**src/rtl/reg_dump_reader.sv**
```systemverilog
// reg_dump_reader
//   Walks the register bank through its combinational read port and streams
//   each register as an indexed word on a valid/ready output. Capture is
//   suspended while the core sits in a write-back state, so a word is never
//   sampled while the bank is being written.
//
//   Optional feature macro: REGDUMP_CHECKSUM_EN
//     defined   - running XOR of all dumped words, sent as one extra beat
//                 (out_sum=1, out_last=1) after index NREGS-1
//     undefined - exactly NREGS beats, out_last on index NREGS-1, out_sum=0
//
// Ports
//   clk, rst_n      clock, synchronous active-low reset
//   start           request a full dump (honoured only when idle)
//   state           core control-FSM state (write-back detection)
//   rd_addr/rd_data bank read port (index out, data in)
//   out_valid/out_ready/out_data/out_index/out_last/out_sum  output stream
//   busy            dump in progress
//   done            one-cycle pulse after the final beat is accepted
module reg_dump_reader #(
  parameter int unsigned NREGS  = 32,
  parameter int unsigned ADDR_W = 5,
  parameter int unsigned DATA_W = 32,
  parameter logic [3:0]  WB_ST0 = 4'b0110,
  parameter logic [3:0]  WB_ST1 = 4'b0111
) (
  input  logic              clk,
  input  logic              rst_n,
  input  logic              start,
  input  logic [3:0]        state,
  output logic [ADDR_W-1:0] rd_addr,
  input  logic [DATA_W-1:0] rd_data,
  output logic              out_valid,
  input  logic              out_ready,
  output logic [DATA_W-1:0] out_data,
  output logic [ADDR_W-1:0] out_index,
  output logic              out_last,
  output logic              out_sum,
  output logic              busy,
  output logic              done
);

`ifdef REGDUMP_CHECKSUM_EN
  typedef enum logic [2:0] {S_IDLE, S_READ, S_SEND, S_SUM, S_DONE} fsm_t;
  localparam bit CKSUM = 1'b1;
`else
  typedef enum logic [2:0] {S_IDLE, S_READ, S_SEND, S_DONE} fsm_t;
  localparam bit CKSUM = 1'b0;
`endif

  localparam logic [ADDR_W-1:0] LAST_IDX = ADDR_W'(NREGS - 1);

  fsm_t              fsm, fsm_nxt;
  logic [ADDR_W-1:0] idx;
  logic              wb_stall;
  logic              last_data;

  assign wb_stall  = (state == WB_ST0) || (state == WB_ST1);
  assign last_data = (idx == LAST_IDX);

  always_ff @(posedge clk) begin
    if (!rst_n) fsm <= S_IDLE;
    else        fsm <= fsm_nxt;
  end

  always_comb begin
    fsm_nxt   = fsm;
    out_valid = 1'b0;
    busy      = 1'b0;
    done      = 1'b0;
    rd_addr   = idx;
    case (fsm)
      S_IDLE: begin
        rd_addr = '0;
        if (start) fsm_nxt = S_READ;
      end
      S_READ: begin
        busy = 1'b1;
        if (!wb_stall) fsm_nxt = S_SEND;
      end
      S_SEND: begin
        busy      = 1'b1;
        out_valid = 1'b1;
        if (out_ready) begin
          if (!last_data) fsm_nxt = S_READ;
`ifdef REGDUMP_CHECKSUM_EN
          else            fsm_nxt = S_SUM;
`else
          else            fsm_nxt = S_DONE;
`endif
        end
      end
`ifdef REGDUMP_CHECKSUM_EN
      S_SUM: begin
        busy      = 1'b1;
        out_valid = 1'b1;
        if (out_ready) fsm_nxt = S_DONE;
      end
`endif
      S_DONE: begin
        done    = 1'b1;
        fsm_nxt = S_IDLE;
      end
      default: fsm_nxt = S_IDLE;
    endcase
  end

`ifdef REGDUMP_CHECKSUM_EN
  logic [DATA_W-1:0] sum;
`endif

  always_ff @(posedge clk) begin
    if (!rst_n) begin
      idx       <= '0;
      out_data  <= '0;
      out_index <= '0;
      out_last  <= 1'b0;
      out_sum   <= 1'b0;
`ifdef REGDUMP_CHECKSUM_EN
      sum       <= '0;
`endif
    end else begin
      case (fsm)
        S_IDLE: begin
          if (start) begin
            idx     <= '0;
            out_sum <= 1'b0;
`ifdef REGDUMP_CHECKSUM_EN
            sum     <= '0;
`endif
          end
        end
        S_READ: begin
          if (!wb_stall) begin
            out_data  <= rd_data;
            out_index <= idx;
            out_last  <= last_data && !CKSUM;
`ifdef REGDUMP_CHECKSUM_EN
            sum       <= sum ^ rd_data;
`endif
          end
        end
        S_SEND: begin
          if (out_ready) begin
            if (!last_data) begin
              idx <= idx + ADDR_W'(1);
            end
`ifdef REGDUMP_CHECKSUM_EN
            else begin
              // Checksum beat is loaded straight into the output registers;
              // sum already includes the last data word captured in READ.
              out_data  <= sum;
              out_index <= '0;
              out_sum   <= 1'b1;
              out_last  <= 1'b1;
            end
`endif
          end
        end
`ifdef REGDUMP_CHECKSUM_EN
        S_SUM: begin
          if (out_ready) out_sum <= 1'b0;
        end
`endif
        default: ;
      endcase
    end
  end

endmodule

```
**config.mk**
```make
export PLATFORM = sky130hd
export DESIGN_NAME = reg_dump_reader
export DESIGN_NICKNAME = d
export VERILOG_FILES = /design/src/rtl/reg_dump_reader.sv
export SDC_FILE = /design/constraint.sdc
export NUM_CORES = 1
export LEC_CHECK = 0
export CORE_ASPECT_RATIO = 1.25
export CORE_MARGIN = 5
export CORE_UTILIZATION = 36
export DETAILED_ROUTE_END_ITERATION = 7
export PLACE_DENSITY = 0.71
export SYNTH_ARGS = -nofsm -noshare
export SYNTH_HDL_FRONTEND = slang
export SYNTH_SLANG_ARGS = --single-unit
```
**constraint.sdc**
```tcl
create_clock -name clk -period 1.8 [get_ports clk]
set_input_delay 0.18 -clock clk [delete_from_list [all_inputs] [get_ports clk]]
set_output_delay 0.18 -clock clk [all_outputs]
set_load 0.01 [all_outputs]
```
== After elaboration in Yosys (flattened, before gate mapping) ==
Cells that the tools add are included.

* Output and inout port bits: 47
* Register bits: 46
* Bits of input ports: 40
* Memories: 0
* Latch bits: 0
* Memory bits (writable): 0
* Word-level logic and storage cells: 37
* Memory bits (read-only): 0

* Order comparisons: 0
* Shifts and indexed selects: 0
* Reductions and logical operators: 7
* Add/sub/neg operators: 1
* Multiply operators: 0
* Divide/modulo/power cells: 0
* Mux-type cells: 13
* Equality and inequality tests: 10
* Bitwise gates (word level): 1

{| class="wikitable"
|+ Operator list
! kind !! count
|-
| 5-bit 2-to-1 mux || 4
|-
| 5-bit one-hot mux with 2 select lines || 1
|-
| 3-bit 2-to-1 mux || 3
|-
| 3-bit one-hot mux with 3 select lines || 1
|-
| 4-bit by 3-bit equality test with 1-bit output, second input constant || 2
|-
| 2-bit != test, second input constant || 4
|-
| 3-bit by 2-bit equality test with 1-bit output, second input constant || 2
|-
| 5-bit by 1-bit adder with 5-bit output, second input constant || 1
|-
| 5-bit equality test, second input constant || 1
|-
| 4-bit AND reduction || 1
|-
| 3-bit by 1-bit equality test with 1-bit output, second input constant || 1
|-
| 3-bit zero test || 1
|-
| 1-bit 2-to-1 mux || 3
|-
| 3-bit AND reduction || 1
|-
| 2-bit 2-to-1 mux || 1
|-
| 2-bit AND reduction || 1
|-
| 2-bit nonzero test || 1
|-
| 2-bit OR reduction || 1
|-
| 1-bit logical OR || 1
|-
| 1-bit NOT || 1
|}

== Longest topological paths before layout ==
Gate-level depths: netlist of run 1.

* Word-level depth: 4
* Mapped depth: 7
* Depth with buffers taken out: 7

== Worst setup path before layout of run 1 ==
No wires, ideal clock.

* Path kind: register to register
* Start: reg idx[0]
* End: reg idx[2]
* Period minus slack after synthesis: 1.809 ns
* Data arrival time: 1.687 ns
* Library setup time: 0.122 ns
* Slack: -0.009 ns
* Path buffers: 0
* Data required time: 1.678 ns
* Cell stages (with the launch flop): 8
* Cell sequence: dfxtp_1 ha_1 and3_1 ha_1 nand2b_1 a211oi_4 a21boi_0 o22ai_1

* Elaborated cells between the ends (all ways): 7
* Those cells by class: 1 x add/sub; 2 x eq/ne; 3 x mux; 1 x reduce/logical

{| class="wikitable"
|+ RTL lines
! what !! RTL line !! source
|-
| start, declared || 54 || <nowiki>logic [ADDR_W-1:0] idx;</nowiki>
|-
| start signal, assigned || 146 || <nowiki>idx <= idx + ADDR_W'(1);</nowiki>
|-
| 5-bit equality test || 59 || <nowiki>assign last_data = (idx == LAST_IDX);</nowiki>
|-
| net last_data || 56 || <nowiki>logic last_data;</nowiki>
|-
| 2-bit != test (no line) || n/a ||
|-
| 4-bit AND reduction (no line) || n/a ||
|}

The timed path passes the listed nets, and every way through them passes these cells. The select of a mux whose other input is x is not followed.
A chain may end at the register's enable or synchronous reset.

== Worst setup path in the final report of run 1 ==
* Start: reg idx[1]
* End: reg idx[2]

The elaborated chain is that of the path after synthesis.

==> results of run 1 <==
[power breakdown]
part	leakage (nW)	internal [mW]	switching, mW
registers	0.367	1.18	0.101
clock network	0.0585	0.453	0.328
logic	0.698	0.783	0.759
[critical path, stage by stage (launching register included)]
cell,delay (ps)
dfxtp_1,340
ha_4,160
and3_1,170
ha_2,170
nand2b_4,150
a211oi_4,310
a21boi_2,220
o22ai_1,90
[cell usage after synthesis (3+ instances only)]
cell | instances | area (um^2)
dfxtp_1 | 45 | 901
clkbuf_1 | 6 | 22.5
buf_4 | 4 | 30.0
nand2_1 | 80 | 300
inv_1 | 3 | 11.3
nor2_1 | 3 | 11.3
and2b_2 | 3 | 26.3
a21oi_1 | 38 | 190
ha_1 | 6 | 75.1
mux2i_1 | 3 | 30.0
a211oi_1 | 3 | 22.5
and2_1 | 3 | 18.8
buf_2 | 4 | 20.0
[cell families after synthesis]
group                    synth area share
AND/OR/NAND/NOR                     0.255
AO/OA/AOI/OAI                       0.146
flip-flops                          0.492
buffers and inverters              0.0478
adder cells (fa/ha/maj)            0.0410
multiplexers                       0.0164
other                             0.00205
[final timing paths]
kind         depth (start not counted)  slack, ps           end         start
max reg2reg                          7         80        idx[2]        idx[1]
min reg2reg                          2        460  out_data[21]  out_data[21]
max                                  7         80        idx[2]        idx[1]
min                                  3        420  out_data[31]   rd_data[31]
[per-stage QoR]
step / area, um^2 / utilization
floorplan: 1830 / -
global placement: 2780 / 0.555
detailed placement: 2780 / 0.555
CTS: 2930 / 0.585
global route: 2950 / 0.589
finish: 2950 / 0.589
[sequential cells by signal, summed over array words and instances (netlist names)]
register,count
fsm,2
idx,5
out_data,32
out_last,1
out_index,5
[cell type report]
cell class	count	area share
timing repair buffer	98	0.318
sequential	45	0.306
multi-input combinational	160	0.304
clock buffer	7	0.0292
tap	62	0.0263
clock inverter	1	0.0102
inverter	4	0.00509
[timing repair]
| item | CTS | global route |
|---|---|---|
| cloned | 0 | 0 |
| endpoints found under the hold margin | 0 | 0 |
| gates resized for setup | 15 | 5 |
| pin swaps | 1 | 2 |
| hold buffers | 0 | 0 |
| endpoints found under the setup margin | 12 | 7 |
| setup buffers | 0 | 1 |
[routing by layer]
layer | up-vias | track usage | routed length, um
li1 | 908 | - | -
met1 | 810 | 0.160 | 1870
met2 | 55 | 0.240 | 2330
met3 | 9 | 0.0458 | 382
met4 | 0 | 0.0529 | 81
met5 | - | 0 | 0
==> results.cfg, run 1 <==
[status]
status = finished, final reports clean

[die]
fp.dieW_um = 73.8
pin_count = 87
core_area_mm2 = 0.00501
dieHeight_um = 89.8
num_rows = 29
die-area_mm2 = 0.00662
initial_utilization = 0.366

[global_routing]
grt_max_degree = 24
grt_usage = 0.141
antenna_found_initial = 0
grt_pass1_wl_mm = 7.55
grt_pass1_vias = 1715
grt.overflow.total = 0

[yosys]
ys.flop_type = dfxtp_1
ys_ff_latch = 45
synth_warnings = 0
synth.cell_area_mm2 = 0.00183
post_synth_num_cell_types = 32
synth_edf_count = 0
syn-num-nets = 269
seq_area_frac_synth = 0.492
synth_area_per_cell_um2 = 8.21
synthArstFlopShare = 0
synthCells = 223

[placed_design]
gp_congestion = 0.824
hpwlAfterDp_mm = 3.46
io_buffer_count = 84
pre_cts_ws_ps = -57.0
dp_cells = 368

[power]
design_power_total_mw = 3.61
power_density_mw_per_mm2 = 1220
ir_drop_v = 0.000847
p_leak_nw = 1.12

[timing]
fin_crit_ps = 1720
timing.hold.ws_ps = 423
setup_viol = 0
finClkSkew_ps = 1.59
fmax_mhz = 582
setup_slack_ps = 81.5
hold_viol = 0
slew_violations = 0
final.period_utilization = 0.955
setup_tns_ps = 0

[cells_and_area]
areaGrowthSynthToFinish_pct = 61.1
layout_commonest_cell = nand2_1
antenna_cells = 0
seqCellArea_um2 = 905
nets = 360
layout.cells.non_filler = 377
fillCellCount = 487
mostFrequentLayoutCells = nand2_1, clkdlybuf4s50_1, dfxtp_1, a21oi_1, buf_4
layout-drive-gt1-share = 0.130
multi_input_comb_area_um2 = 898

[cts]
clock_latency_ps = 290
cts_root_buf = clkbuf_8
cts_tree = yes
cts_made_buffers = 5
ctsHtreeMaxLevel = 2
cts.sinks = 45
max-clock-path-buffers = 2
path_clk_slew_ps = 80

[route]
vias_per_cell = 4.73
dr.pass1.iters = 4
drt-initial-drc-count = 42
detail-route-antenna-nets = 0
num_vias = 1782
wire_per_inst_um = 12.4
drcViolationCount = 0
wirelength_mm = 4.67

[worst_hold_path]
hold_path_class = in -> reg

[setup_path]
crit_path_end_kind = flip-flop
crit_required_ps = 1990
cp.arrival_ps = 1910
critPathKind = reg -> reg
start_kind = flip-flop
path_max_fanout = 5

[run]
maxCapViolations = 0
Note: power is estimated with default switching activity, not from simulation.
==> run 2, diff against run 1 <==
--- a/config.mk
+++ b/config.mk
@@ -5,11 +5,13 @@
 export SDC_FILE = /design/constraint.sdc
 export NUM_CORES = 1
 export LEC_CHECK = 0
+export CELL_PAD_IN_SITES_DETAIL_PLACEMENT = 0
+export CELL_PAD_IN_SITES_GLOBAL_PLACEMENT = 2
 export CORE_ASPECT_RATIO = 1.25
 export CORE_MARGIN = 5
-export CORE_UTILIZATION = 36
+export CORE_UTILIZATION = 22
 export DETAILED_ROUTE_END_ITERATION = 7
-export PLACE_DENSITY = 0.71
+export PLACE_DENSITY = 0.76
 export SYNTH_ARGS = -nofsm -noshare
 export SYNTH_HDL_FRONTEND = slang
 export SYNTH_SLANG_ARGS = --single-unit
==> constraint.sdc (replaced) <==
create_clock -name clk -period 1.9 [get_ports clk]
set_input_delay 0.19 -clock clk [delete_from_list [all_inputs] [get_ports clk]]
set_output_delay 0.19 -clock clk [all_outputs]
set_load 0.01 [all_outputs]
==> results.cfg, run 2 (synthesis gave the netlist of run 1 again) <==
[timing]
fin_crit_ps = 1780
setup_tns_ps = 0
timing.hold.ws_ps = 432
final.period_utilization = 0.939
fmax_mhz = 560
slew_violations = 0
hold_viol = 0
setup_viol = 0
finClkSkew_ps = 3.09
grt_setup_unrepaired = false

[cts]
clock_latency_ps = 290
ctsHtreeMaxLevel = 2
max-clock-path-buffers = 2
path_clk_slew_ps = 90
cts_hold_buf = 0
cts_root_buf = clkbuf_8
cts_made_buffers = 5
cts_tree = yes
post_cts_buffers = 0
cts.sinks = 45

[die]
fp.dieW_um = 91.6
dieHeight_um = 112
pin_count = 87
core_area_mm2 = 0.00819
initial_utilization = 0.224
num_rows = 37
die-area_mm2 = 0.0103

[worst_hold_path]
whs_path_depth = 3
hold_path_class = in -> reg
hold_start = rd_data[6]
holdPathEnd = out_data[6]

[cells_and_area]
layout.cells.non_filler = 409
postLayoutCellArea_mm2 = 0.00298
antenna_cells = 0
reg.largest.list = out_data (32), idx (5), out_index (5)
top_register = out_data
layout-drive-gt1-share = 0.115
mostFrequentLayoutCells = nand2_1, clkdlybuf4s50_1, dfxtp_1, a21oi_1, buf_4
largest_reg_flops = 32
nets = 357
layout_commonest_cell = nand2_1
areaGrowthSynthToFinish_pct = 62.8

[run]
maxCapViolations = 0

[power]
power_frac_seq = 0.350
power_density_mw_per_mm2 = 1160
switchingPower_mw = 1.16
ir_drop_v = 0.000691
p_int_mw = 2.30
power_frac_clock = 0.219
p_leak_nw = 1.15
design_power_total_mw = 3.46
p_comb_frac = 0.431
swShare = 0.336

[global_routing]
grt_max_degree = 30
antenna_found_initial = 0
grt_pass1_wl_mm = 8.33
grt_usage = 0.100
grt_pass1_vias = 1698
grt.overflow.total = 0

[placed_design]
hpwlAfterDp_mm = 3.85
dp_cells = 401
io_buffer_count = 84
gp_congestion = 0.739
dpl_cell_area_mm2 = 0.00283

[route]
dr.pass1.iters = 4
drcViolationCount = 0
wire_per_inst_um = 12.7
vias_per_cell = 4.28
drt-initial-drc-count = 21
detail-route-antenna-nets = 0
wirelength_mm = 5.20
num_vias = 1750

[setup_path]
reg2reg_from = idx[0]
critPathKind = reg -> reg
crit_path_end_kind = flip-flop
start_kind = flip-flop
crit_required_ps = 2090
rr_endpoint = idx[2]
rrSetupSlack_ps = 120
path_max_fanout = 5
ff2ff_path_depth = 7
cp.arrival_ps = 1970

[status]
status = finished, final reports clean
[run 2: worst max-delay path by stage]
stage                start         end  cells past startpoint
global route        idx[0]      idx[2]                      7
global placement    idx[0]      idx[2]                      7
CTS                 fsm[0]  rd_addr[2]                      4
detailed placement  idx[0]      idx[2]                      7
floorplan           idx[0]      idx[2]                      7
finish              idx[0]      idx[2]                      7
[run 2: through the flow]
step	worst slack (ps)	util
after global routing	4.99	0.364
after detailed placement	-3.29	0.345
final	116	0.364
after global placement	14.1	0.345
after floorplan	90.7	-
after CTS	2.68	0.361
[run 2: power groups by stage]
stage | clock network [mW] | registers (mW) | logic (mW)
2_1_floorplan | 0 | 1.29 | 0.732
3_3_place_gp | 0 | 1.22 | 1.48
3_5_place_dp | 0 | 1.23 | 1.48
4_1_cts | 0.801 | 1.21 | 1.53
5_1_grt | 0.835 | 1.23 | 1.65
6_report | 0.758 | 1.21 | 1.49
[run 2: critical path, cell delays in order (launching register included)]
cell      delay, ps
dfxtp_2         330
ha_2            180
and3_1          190
ha_2            180
nand2b_4        150
a211oi_4        350
a21boi_1        210
o22ai_1          90
[run 2: area by class of cell]
type	count	area, um^2
fill	870	5210
timing repair buffer	95	941
sequential	45	905
multi-input combinational	160	880
tap	97	121
clock buffer	6	82.6
clock inverter	2	37.5
inverter	4	15.0
[run 2: what timing repair did]
item / 4_1_cts / 5_1_grt
pin swaps: 1 / 3
cloned: 0 / 0
resized for setup: 7 / 8
endpoints found under the hold margin: 0 / 0
endpoints found under the setup margin: 7 / 8
[run 2: layer usage]
metal  global-route usage  vias to the layer above  share of wire
met4               0.0302                        0          0.013
met5                    0                        -              0
met3               0.0355                        7          0.074
met2                0.164                       54           0.47
met1                0.122                      792           0.44
li1                     -                      897              -
